**config.mk**
```make
export PLATFORM = sky130hd
export DESIGN_NAME = regfile_write_arbiter_flat
export DESIGN_NICKNAME = d
export VERILOG_FILES = /design/src/rtl/regfile_write_arbiter_if.sv /design/src/rtl/regfile_write_arbiter.sv /design/src/flat_wrapper.sv
export SDC_FILE = /design/constraint.sdc
export NUM_CORES = 1
export LEC_CHECK = 0
export ABC_AREA = 1
export CORE_MARGIN = 1.5
export CORE_UTILIZATION = 40
export DETAILED_ROUTE_END_ITERATION = 8
export MAX_ROUTING_LAYER = met4
export PLACE_DENSITY = 0.85
export SETUP_SLACK_MARGIN = 0.02
export SKIP_LAST_GASP = 1
export SYNTH_ARGS = -nofsm -noshare
export SYNTH_HDL_FRONTEND = slang
export SYNTH_SLANG_ARGS = --single-unit
```
**constraint.sdc**
```tcl
create_clock -name clk -period 2.41 [get_ports clk]
set_input_delay 0.482 -clock clk [delete_from_list [all_inputs] [get_ports clk]]
set_output_delay 0.482 -clock clk [all_outputs]
set_load 0.02 [all_outputs]
```
**src/rtl/regfile_write_arbiter_if.sv**
```systemverilog
// Writeback-to-register-file bus: two requester handshakes plus the shared write port.
// The master modport is the requester/observer side; the slave modport is the arbiter.
interface regfile_write_arbiter_if #(
   parameter int ADDR_W = 5,
   parameter int DATA_W = 32
);
   logic              a_valid;
   logic              a_ready;
   logic [ADDR_W-1:0] a_addr;
   logic [DATA_W-1:0] a_data;
   logic              b_valid;
   logic              b_ready;
   logic [ADDR_W-1:0] b_addr;
   logic [DATA_W-1:0] b_data;
   logic              rf_we;
   logic [ADDR_W-1:0] rf_waddr;
   logic [DATA_W-1:0] rf_wdata;
   logic              init_done;
   logic [15:0]       conflict_cnt;

   modport master (
      output a_valid, a_addr, a_data, b_valid, b_addr, b_data,
      input  a_ready, b_ready, rf_we, rf_waddr, rf_wdata, init_done, conflict_cnt
   );

   modport slave (
      input  a_valid, a_addr, a_data, b_valid, b_addr, b_data,
      output a_ready, b_ready, rf_we, rf_waddr, rf_wdata, init_done, conflict_cnt
   );
endinterface

```
**src/rtl/regfile_write_arbiter.sv**
```systemverilog
// Round-robin owner of the register-file write port; clears all registers after reset.
// Optional macro REGFILE_WRITE_ARBITER_STATS_EN builds the saturating contention counter.
module regfile_write_arbiter #(
   parameter int ADDR_W = 5,
   parameter int DATA_W = 32,
   parameter int NREG   = 32
) (
   input logic                   clk,
   input logic                   rst,
   regfile_write_arbiter_if.slave bus
);
   localparam logic [0:0]        ST_INIT   = 1'b0;
   localparam logic [0:0]        ST_RUN    = 1'b1;
   localparam logic [ADDR_W-1:0] LAST_ADDR = ADDR_W'(NREG - 1);

   logic [0:0]        r_state;
   logic [ADDR_W-1:0] r_cnt;
   logic              r_ptr;        // 0: A has priority on contention, 1: B
   logic              r_rf_we;
   logic [ADDR_W-1:0] r_rf_waddr;
   logic [DATA_W-1:0] r_rf_wdata;
   logic              r_init_done;

   logic w_run;
   logic w_a_gnt;
   logic w_b_gnt;

   assign w_run   = (r_state == ST_RUN);
   assign w_a_gnt = w_run & bus.a_valid & (~bus.b_valid | ~r_ptr);
   assign w_b_gnt = w_run & bus.b_valid & (~bus.a_valid |  r_ptr);

   always_ff @(posedge clk) begin
      if (rst) begin
         r_state     <= ST_INIT;
         r_cnt       <= '0;
         r_ptr       <= 1'b0;
         r_rf_we     <= 1'b0;
         r_rf_waddr  <= '0;
         r_rf_wdata  <= '0;
         r_init_done <= 1'b0;
      end else begin
         case (r_state)
            ST_INIT: begin
               r_rf_we    <= 1'b1;
               r_rf_waddr <= r_cnt;
               r_rf_wdata <= '0;
               r_cnt      <= r_cnt + 1'b1;
               if (r_cnt == LAST_ADDR) begin
                  r_state     <= ST_RUN;
                  r_init_done <= 1'b1;
               end
            end
            default: begin
               // x0 is hardwired zero: accept the handshake but never drive WE3 for it
               if (w_a_gnt) begin
                  r_rf_we    <= (bus.a_addr != '0);
                  r_rf_waddr <= bus.a_addr;
                  r_rf_wdata <= bus.a_data;
                  r_ptr      <= 1'b1;
               end else if (w_b_gnt) begin
                  r_rf_we    <= (bus.b_addr != '0);
                  r_rf_waddr <= bus.b_addr;
                  r_rf_wdata <= bus.b_data;
                  r_ptr      <= 1'b0;
               end else begin
                  r_rf_we    <= 1'b0;
               end
            end
         endcase
      end
   end

`ifdef REGFILE_WRITE_ARBITER_STATS_EN
   logic [15:0] r_conflict_cnt;
   logic        w_both;

   assign w_both = bus.a_valid & bus.b_valid;

   always_ff @(posedge clk) begin
      if (rst) begin
         r_conflict_cnt <= '0;
      end else if (w_run && w_both && (r_conflict_cnt != 16'hFFFF)) begin
         r_conflict_cnt <= r_conflict_cnt + 16'd1;
      end
   end

   assign bus.conflict_cnt = r_conflict_cnt;
`else
   assign bus.conflict_cnt = 16'h0000;
`endif

   assign bus.a_ready   = w_a_gnt;
   assign bus.b_ready   = w_b_gnt;
   assign bus.rf_we     = r_rf_we;
   assign bus.rf_waddr  = r_rf_waddr;
   assign bus.rf_wdata  = r_rf_wdata;
   assign bus.init_done = r_init_done;
endmodule

```
**src/flat_wrapper.sv**
```systemverilog
// flat-port wrapper written by rule: the top's interface ports become plain ports
module regfile_write_arbiter_flat 
#(
   parameter int ADDR_W = 5,
   parameter int DATA_W = 32,
   parameter int NREG   = 32
)
  (clk, rst, bus_a_valid, bus_a_addr, bus_a_data, bus_b_valid, bus_b_addr, bus_b_data, bus_a_ready, bus_b_ready, bus_rf_we, bus_rf_waddr, bus_rf_wdata, bus_init_done, bus_conflict_cnt);
  regfile_write_arbiter_if #(.ADDR_W(ADDR_W), .DATA_W(DATA_W)) bus_i ();
  input logic clk;
  input logic rst;
  input wire logic [$bits(bus_i.a_valid)-1:0] bus_a_valid;
  input wire logic [$bits(bus_i.a_addr)-1:0] bus_a_addr;
  input wire logic [$bits(bus_i.a_data)-1:0] bus_a_data;
  input wire logic [$bits(bus_i.b_valid)-1:0] bus_b_valid;
  input wire logic [$bits(bus_i.b_addr)-1:0] bus_b_addr;
  input wire logic [$bits(bus_i.b_data)-1:0] bus_b_data;
  output wire logic [$bits(bus_i.a_ready)-1:0] bus_a_ready;
  output wire logic [$bits(bus_i.b_ready)-1:0] bus_b_ready;
  output wire logic [$bits(bus_i.rf_we)-1:0] bus_rf_we;
  output wire logic [$bits(bus_i.rf_waddr)-1:0] bus_rf_waddr;
  output wire logic [$bits(bus_i.rf_wdata)-1:0] bus_rf_wdata;
  output wire logic [$bits(bus_i.init_done)-1:0] bus_init_done;
  output wire logic [$bits(bus_i.conflict_cnt)-1:0] bus_conflict_cnt;
  assign bus_i.a_valid = bus_a_valid;
  assign bus_i.a_addr = bus_a_addr;
  assign bus_i.a_data = bus_a_data;
  assign bus_i.b_valid = bus_b_valid;
  assign bus_i.b_addr = bus_b_addr;
  assign bus_i.b_data = bus_b_data;
  assign bus_a_ready = bus_i.a_ready;
  assign bus_b_ready = bus_i.b_ready;
  assign bus_rf_we = bus_i.rf_we;
  assign bus_rf_waddr = bus_i.rf_waddr;
  assign bus_rf_wdata = bus_i.rf_wdata;
  assign bus_init_done = bus_i.init_done;
  assign bus_conflict_cnt = bus_i.conflict_cnt;
  regfile_write_arbiter #(.ADDR_W(ADDR_W), .DATA_W(DATA_W), .NREG(NREG)) u_core (.clk(clk), .rst(rst), .bus(bus_i));
endmodule
```
==> impl_metrics.py <==
metrics = {
    "timing": {
        "setup_viol": 0,
        "drv_slew": 0,
        "hold_violations": 0,
        "period_share_pct": 90.0,
        "fmax_mhz": 461,
        "hold_ws_ps": 479,
        "finClkSkew_ps": 5.22,
        "rsz0062_at_grt": "false",
        "fin_crit_ps": 2170,
        "setup_slack_ps": 242,
    },
    "synthesis": {
        "synth_top_area_share_pct": 35.9,
        "yosysSeqAreaShare_pct": 35.9,
        "synth_enable_flop_cells": 0,
        "synth_top_area_cell": "dfxtp_1",
        "synthCells": 411,
        "ys_top_cells_by_count": "107 x nand2_1, 80 x inv_1, 48 x nand3_1",
        "synth.avg_cell_area_sq_um": 6.25,
        "ys_types": 22,
        "netlist_top_cells_area": "dfxtp_1 36%, nand2_1 16%, inv_1 12%",
        "ys_dominant_reg_cell": "dfxtp_1",
        "synth_area_sq_um": 2570,
        "ys_seq_elements": 46,
        "synth.most_common_cell": "nand2_1",
        "async_flop_share_pct": 0,
        "ys_warn_count": 0,
    },
    "setup_path": {
        "cp_num_cells": 4,
        "rrSetupSlack_ps": 920,
        "critical_path_class": "primary input to output port",
        "crit_path_start_kind": "primary input",
        "cp_slowest_stage_delay_ps": 590,
        "crit_buf_inv": 2,
        "reg2reg_from": "u_core.r_cnt[0]",
        "worstReg2RegEnd": "u_core.r_cnt[4]",
        "cp.arrival_ps": 1690,
        "worst-path-max-fanout": 4,
        "critPathTopFamily": "buffers and inverters",
        "worstPathRequired_ps": 1930,
        "critPathCaptureType": "output port",
        "slowest_stage": "clkdlybuf4s50_1",
        "crit_start": "bus_b_valid",
        "crit_chain": "clkdlybuf4s50_1, nand2_1, nor2_1, dlygate4sd2_1",
        "rr_worst_depth": 6,
        "cp-endpoint": "bus_b_ready",
    },
    "run": {
        "drv_cap": 0,
    },
    "die": {
        "coreArea_sq_um": 6280,
        "rows": 29,
        "initial_core_util_pct": 40.9,
        "io_pins": 135,
        "die_area_sq_um": 6910,
        "fp.dieH_um": 83.1,
        "fp.dieW_um": 83.1,
    },
    "cts": {
        "clk_pin_slew_ps": 80,
        "postCtsSetupRepairBufs": 0,
        "cts-htree-levels": 2,
        "hold_buffers": 0,
        "cts_buffer_depth": 2,
        "numCtsBuffers": 5,
        "clockRootBuffer": "clkbuf_8",
        "clk_latency_ps": 290,
        "cts_tree": "built",
        "cts_sinks": 46,
    },
    "grt": {
        "grt_pass1_vias": 2702,
        "grt_max_degree": 36,
        "globalRouteOverflowTotal": 0,
        "antenna_found_initial": 0,
        "track_usage_pct": 20.5,
        "grt_pass1_wl_um": 11500,
    },
    "routing": {
        "ant_nets": 0,
        "first_pass_iters": 4,
        "postRouteWirelength_um": 6680,
        "wl_per_cell_um": 11.1,
        "via_count": 2749,
        "drc": 0,
        "avgViaCountPerCell": 4.55,
        "drt_iter0_markers": 140,
    },
    "power": {
        "leakagePower_nw": 2.01,
        "vdd_ir_drop_max_uv": 219,
        "p_per_area_nw_per_um2": 368,
    },
    "finish": {
        "fin_util_pct": 61.2,
        "design_area_sq_um": 3840,
        "num-fill-cells": 600,
        "syn_to_final_growth_pct": 49.7,
        "drive_above_1_share_pct": 6.07,
        "num_antenna_cells": 0,
        "finalNonFillerCells": 604,
        "final_nets": 607,
    },
    "placed_design": {
        "dpl.hpwl_um": 5090,
        "post_dp_cell_area_sq_um": 3770,
        "preCtsSetupSlack_ps": -37.5,
        "place.gp.congestion": 0.804,
        "placed_cells": 597,
        "port_buffers": 118,
    },
    "hold_path": {
        "worstHoldPathType": "flip-flop to flip-flop",
    },
    "status": {
        "status": "finished, final reports clean",
    },
}
per-layer routing:
metal	vias up	track usage (%)	wire [um]	share of wire, %
met2	110	35.7	3250	49
li1	1425	-	-	-
met5	-	-	0	0
met1	1202	21.9	2800	42
met3	12	5.77	501	7.5
met4	0	8.48	127	1.9
cells in the final DEF (no fill, tap or decap), drive strengths merged:
master,instances
a21oi,11
a31oi,1
buf,12
clkbuf,7
clkdlybuf4s50,116
clkinv,1
conb,16
dfxtp,46
dlygate4sd2,1
dlymetal6s2s,1
ha,2
inv,90
nand2,109
nand3,48
nor2,27
nor3,3
o21ai,36
logic make-up (layout without fill, tap and decap cells):
kind of cell	Yosys count	count (layout)	synth area share, %
AND/OR/NAND/NOR	187	187	30.5
buffers and inverters	127	228	22.7
AO/OA/AOI/OAI	48	48	9.84
flip-flops	46	46	35.9
adder cells (fa/ha/maj)	2	2	0.975
other	1	16	0.146
per-stage QoR:
| stage | TNS (ps) | power, mW |
|---|---|---|
| 2_1_floorplan | 0 | 0.874 |
| 3_3_place_gp | 0 | 0.995 |
| 3_5_place_dp | -37.5 | 1.00 |
| 4_1_cts | 0 | 1.44 |
| 5_1_grt | 0 | 1.49 |
| 6_report | 0 | 1.42 |
registers in the layout, summed over array words and instances (netlist names):
| register | cells |
|---|---|
| u_core.r_cnt | 5 |
| u_core.bus.rf_waddr | 5 |
| u_core.r_state | 1 |
| u_core.bus.rf_we | 1 |
| u_core.bus.init_done | 1 |
| u_core.bus.rf_wdata | 32 |
| u_core.r_ptr | 1 |
what timing repair did:
item | CTS | global route
hold endpoints to repair | 0 | 0
gates resized for setup | 1 | 1
pin swaps | 0 | 0
endpoints found under the setup margin | 1 | 1
report_power, final:
part           switching (mW)  internal, mW
clock                   0.233         0.200
sequential            0.00592         0.767
combinational          0.0774         0.132
how the worst min path moves through the flow:
| stage | start | end | slack (ps) | cells past startpoint |
|---|---|---|---|---|
| 6_report | u_core.bus.init_done | u_core.bus.init_done | 480 | 2 |
| 5_1_grt | u_core.bus.init_done | u_core.bus.init_done | 520 | 2 |
| 4_1_cts | u_core.bus.init_done | u_core.bus.init_done | 490 | 2 |
| 3_5_place_dp | u_core.bus.init_done | u_core.bus.init_done | 470 | 2 |
| 3_3_place_gp | u_core.bus.init_done | u_core.bus.init_done | 460 | 2 |
| 2_1_floorplan | u_core.r_cnt[4] | u_core.r_cnt[4] | 450 | 2 |
final cells by class:
type / count / area, sq um / share of cell area (%)
clock buffer: 7 / 76.3 / 1.99
inverter: 91 / 342 / 8.89
multi-input combinational: 253 / 1120 / 29.2
sequential: 46 / 921 / 24.0
tap: 77 / 96.3 / 2.51
timing repair buffer: 130 / 1280 / 33.4
worst register-to-register path: cells and delay by family, from the launching register on:
kind                       cells  cell delay, ps
AOI/OAI and AO/OA              2             240
adders and majority gates      2             490
buffers and inverters          1              60
DFF                            1             390
and+or+nand+nor                1             210
Note: power is estimated with default switching activity, not from simulation.
==> RTL edit (config.mk and constraints unchanged) <==
`ADDR_W` is set to 5 in 3 places; all go to 6.
--- a/src/rtl/regfile_write_arbiter_if.sv
+++ b/src/rtl/regfile_write_arbiter_if.sv
@@ -1,7 +1,7 @@
 // Writeback-to-register-file bus: two requester handshakes plus the shared write port.
 // The master modport is the requester/observer side; the slave modport is the arbiter.
 interface regfile_write_arbiter_if #(
-   parameter int ADDR_W = 5,
+   parameter int ADDR_W = 6,
    parameter int DATA_W = 32
 );
    logic              a_valid;
--- a/src/rtl/regfile_write_arbiter.sv
+++ b/src/rtl/regfile_write_arbiter.sv
@@ -1,7 +1,7 @@
 // Round-robin owner of the register-file write port; clears all registers after reset.
 // Optional macro REGFILE_WRITE_ARBITER_STATS_EN builds the saturating contention counter.
 module regfile_write_arbiter #(
-   parameter int ADDR_W = 5,
+   parameter int ADDR_W = 6,
    parameter int DATA_W = 32,
    parameter int NREG   = 32
 ) (
--- a/src/flat_wrapper.sv
+++ b/src/flat_wrapper.sv
@@ -1,7 +1,7 @@
 // flat-port wrapper written by rule: the top's interface ports become plain ports
 module regfile_write_arbiter_flat 
 #(
-   parameter int ADDR_W = 5,
+   parameter int ADDR_W = 6,
    parameter int DATA_W = 32,
    parameter int NREG   = 32
 )
Ports: changed (resized bus_a_addr, bus_b_addr and bus_rf_waddr); port bits go from 135 to 138. The function was not compared with the original's and may differ.
==> RTL edit against the original RTL <==
Synthesized area rose by 3.3%; sequential share of layout area is 0.057 points higher; synthesized cell count increased by 4.9%; fmax down 8.6%; final area increased by 4.1%; critical path depth unchanged; sequential cell count is 2 higher; wire length is 4.9% higher; worst setup slack got worse by 200 ps; hold slack better by 13 ps; total power increased by 6.5%.
==> RTL edit: results (changes against the original RTL) <==
Clock tree
  • CTS Sinks: 48 (+4.3%)

GRT
  • Largest net degree at the start of global routing: 34 (-5.6%)
  • GRT Util Overall: 19.8% (-0.66 points)
  • Met1 usage: 23.8% (+2.0 points)
  • GR Util met2: 33.4% (-2.3 points)

Placed design
  • Final GP Congestion: 0.933 (+16%)
  • Post-place setup slack: -59.1 ps (-21.5 ps)
  • Hpwl dp: 5300 um (+4.2%)
  • Area after DPL: 0.00391 mm2 (+3.8%)

Worst setup path
  • Slowest cell delay on critical path: 640 ps (+50 ps)
  • CP Launch Point: bus_a_valid
  • Worst-path fanout max: 2 (-2)
  • Worst flop-to-flop path endpoint: u_core.bus.rf_wdata[11]
  • Reg2reg start: u_core.r_state
  • CP arrival: 1890 ps (+200 ps)
  • FF-to-FF path depth: 8 (+2)

Logic synthesis
  • Synth area leaders: dfxtp_1, nand2_1, inv_1
  • Most frequent cells after synthesis: nand2_1, inv_1, nand3_1
  • Mapped Cells: 431 (+4.9%)

Detailed routing
  • 1st-iter DRT viols: 158 (+13%)
  • DR vias: 2927 (+6.5%)
  • Met3 WL post-DR: 473 um (-5.6%)

Finish
  • Fraction of area in registers: 24.0% (+0.057 points)
  • Layout cells sized above 1: 4.36% (-1.7 points)
  • Fill count: 592 (-1.3%)
  • Nonclk inv count: 93 (+2.2%)
  • Non-clk bufs: 131 (+0.77%)
  • Cell Count, Final, Fillers Out: 627 (+3.8%)
  • Multi-In Gates: 270 (+6.7%)
  • Clock buf/inv share: 2.35% (+0.36 points)

Outcome
  • Outcome: complete, no violations

Power and ir drop
  • Worst VDD drop: 0.204 mV (-6.8%)
  • Lkg Pwr: 2.08 nW (+3.1%)

Timing
  • Setup Skew: 5.68 ps (+0.459 ps)
## RTL edit: changes by cell type after synthesis, sizes merged, moves of 2 or more
cell,before,now
inv,90,92
nand3,48,51
nor2,27,35
dfxtp,46,48
nand2,109,116
## RTL edit: logic make-up (layout without fill, tap and decap cells)
| family | after synthesis | in the layout |
|---|---|---|
| buffers and inverters | 128 | 232 |
| adders and majority gates | 1 | 1 |
| AOI/OAI and AO/OA | 48 | 48 |
| and+or+nand+nor | 205 | 205 |
| other | 1 | 16 |
| DFF | 48 | 48 |
## RTL edit: how the worst min path moves through the flow
stage,endpoint,slack (ps),depth (start not counted)
after floorplan,u_core.r_cnt[3],460,1
after global placement,u_core.bus.init_done,460,2
after detailed placement,u_core.bus.init_done,470,2
after CTS,u_core.bus.init_done,490,2
after global routing,u_core.bus.init_done,520,2
final,u_core.bus.init_done,490,2
## RTL edit: where the power goes
part           internal (mW)  switching (mW)
registers              0.800         0.00584
clock network          0.233           0.257
logic                  0.136          0.0761
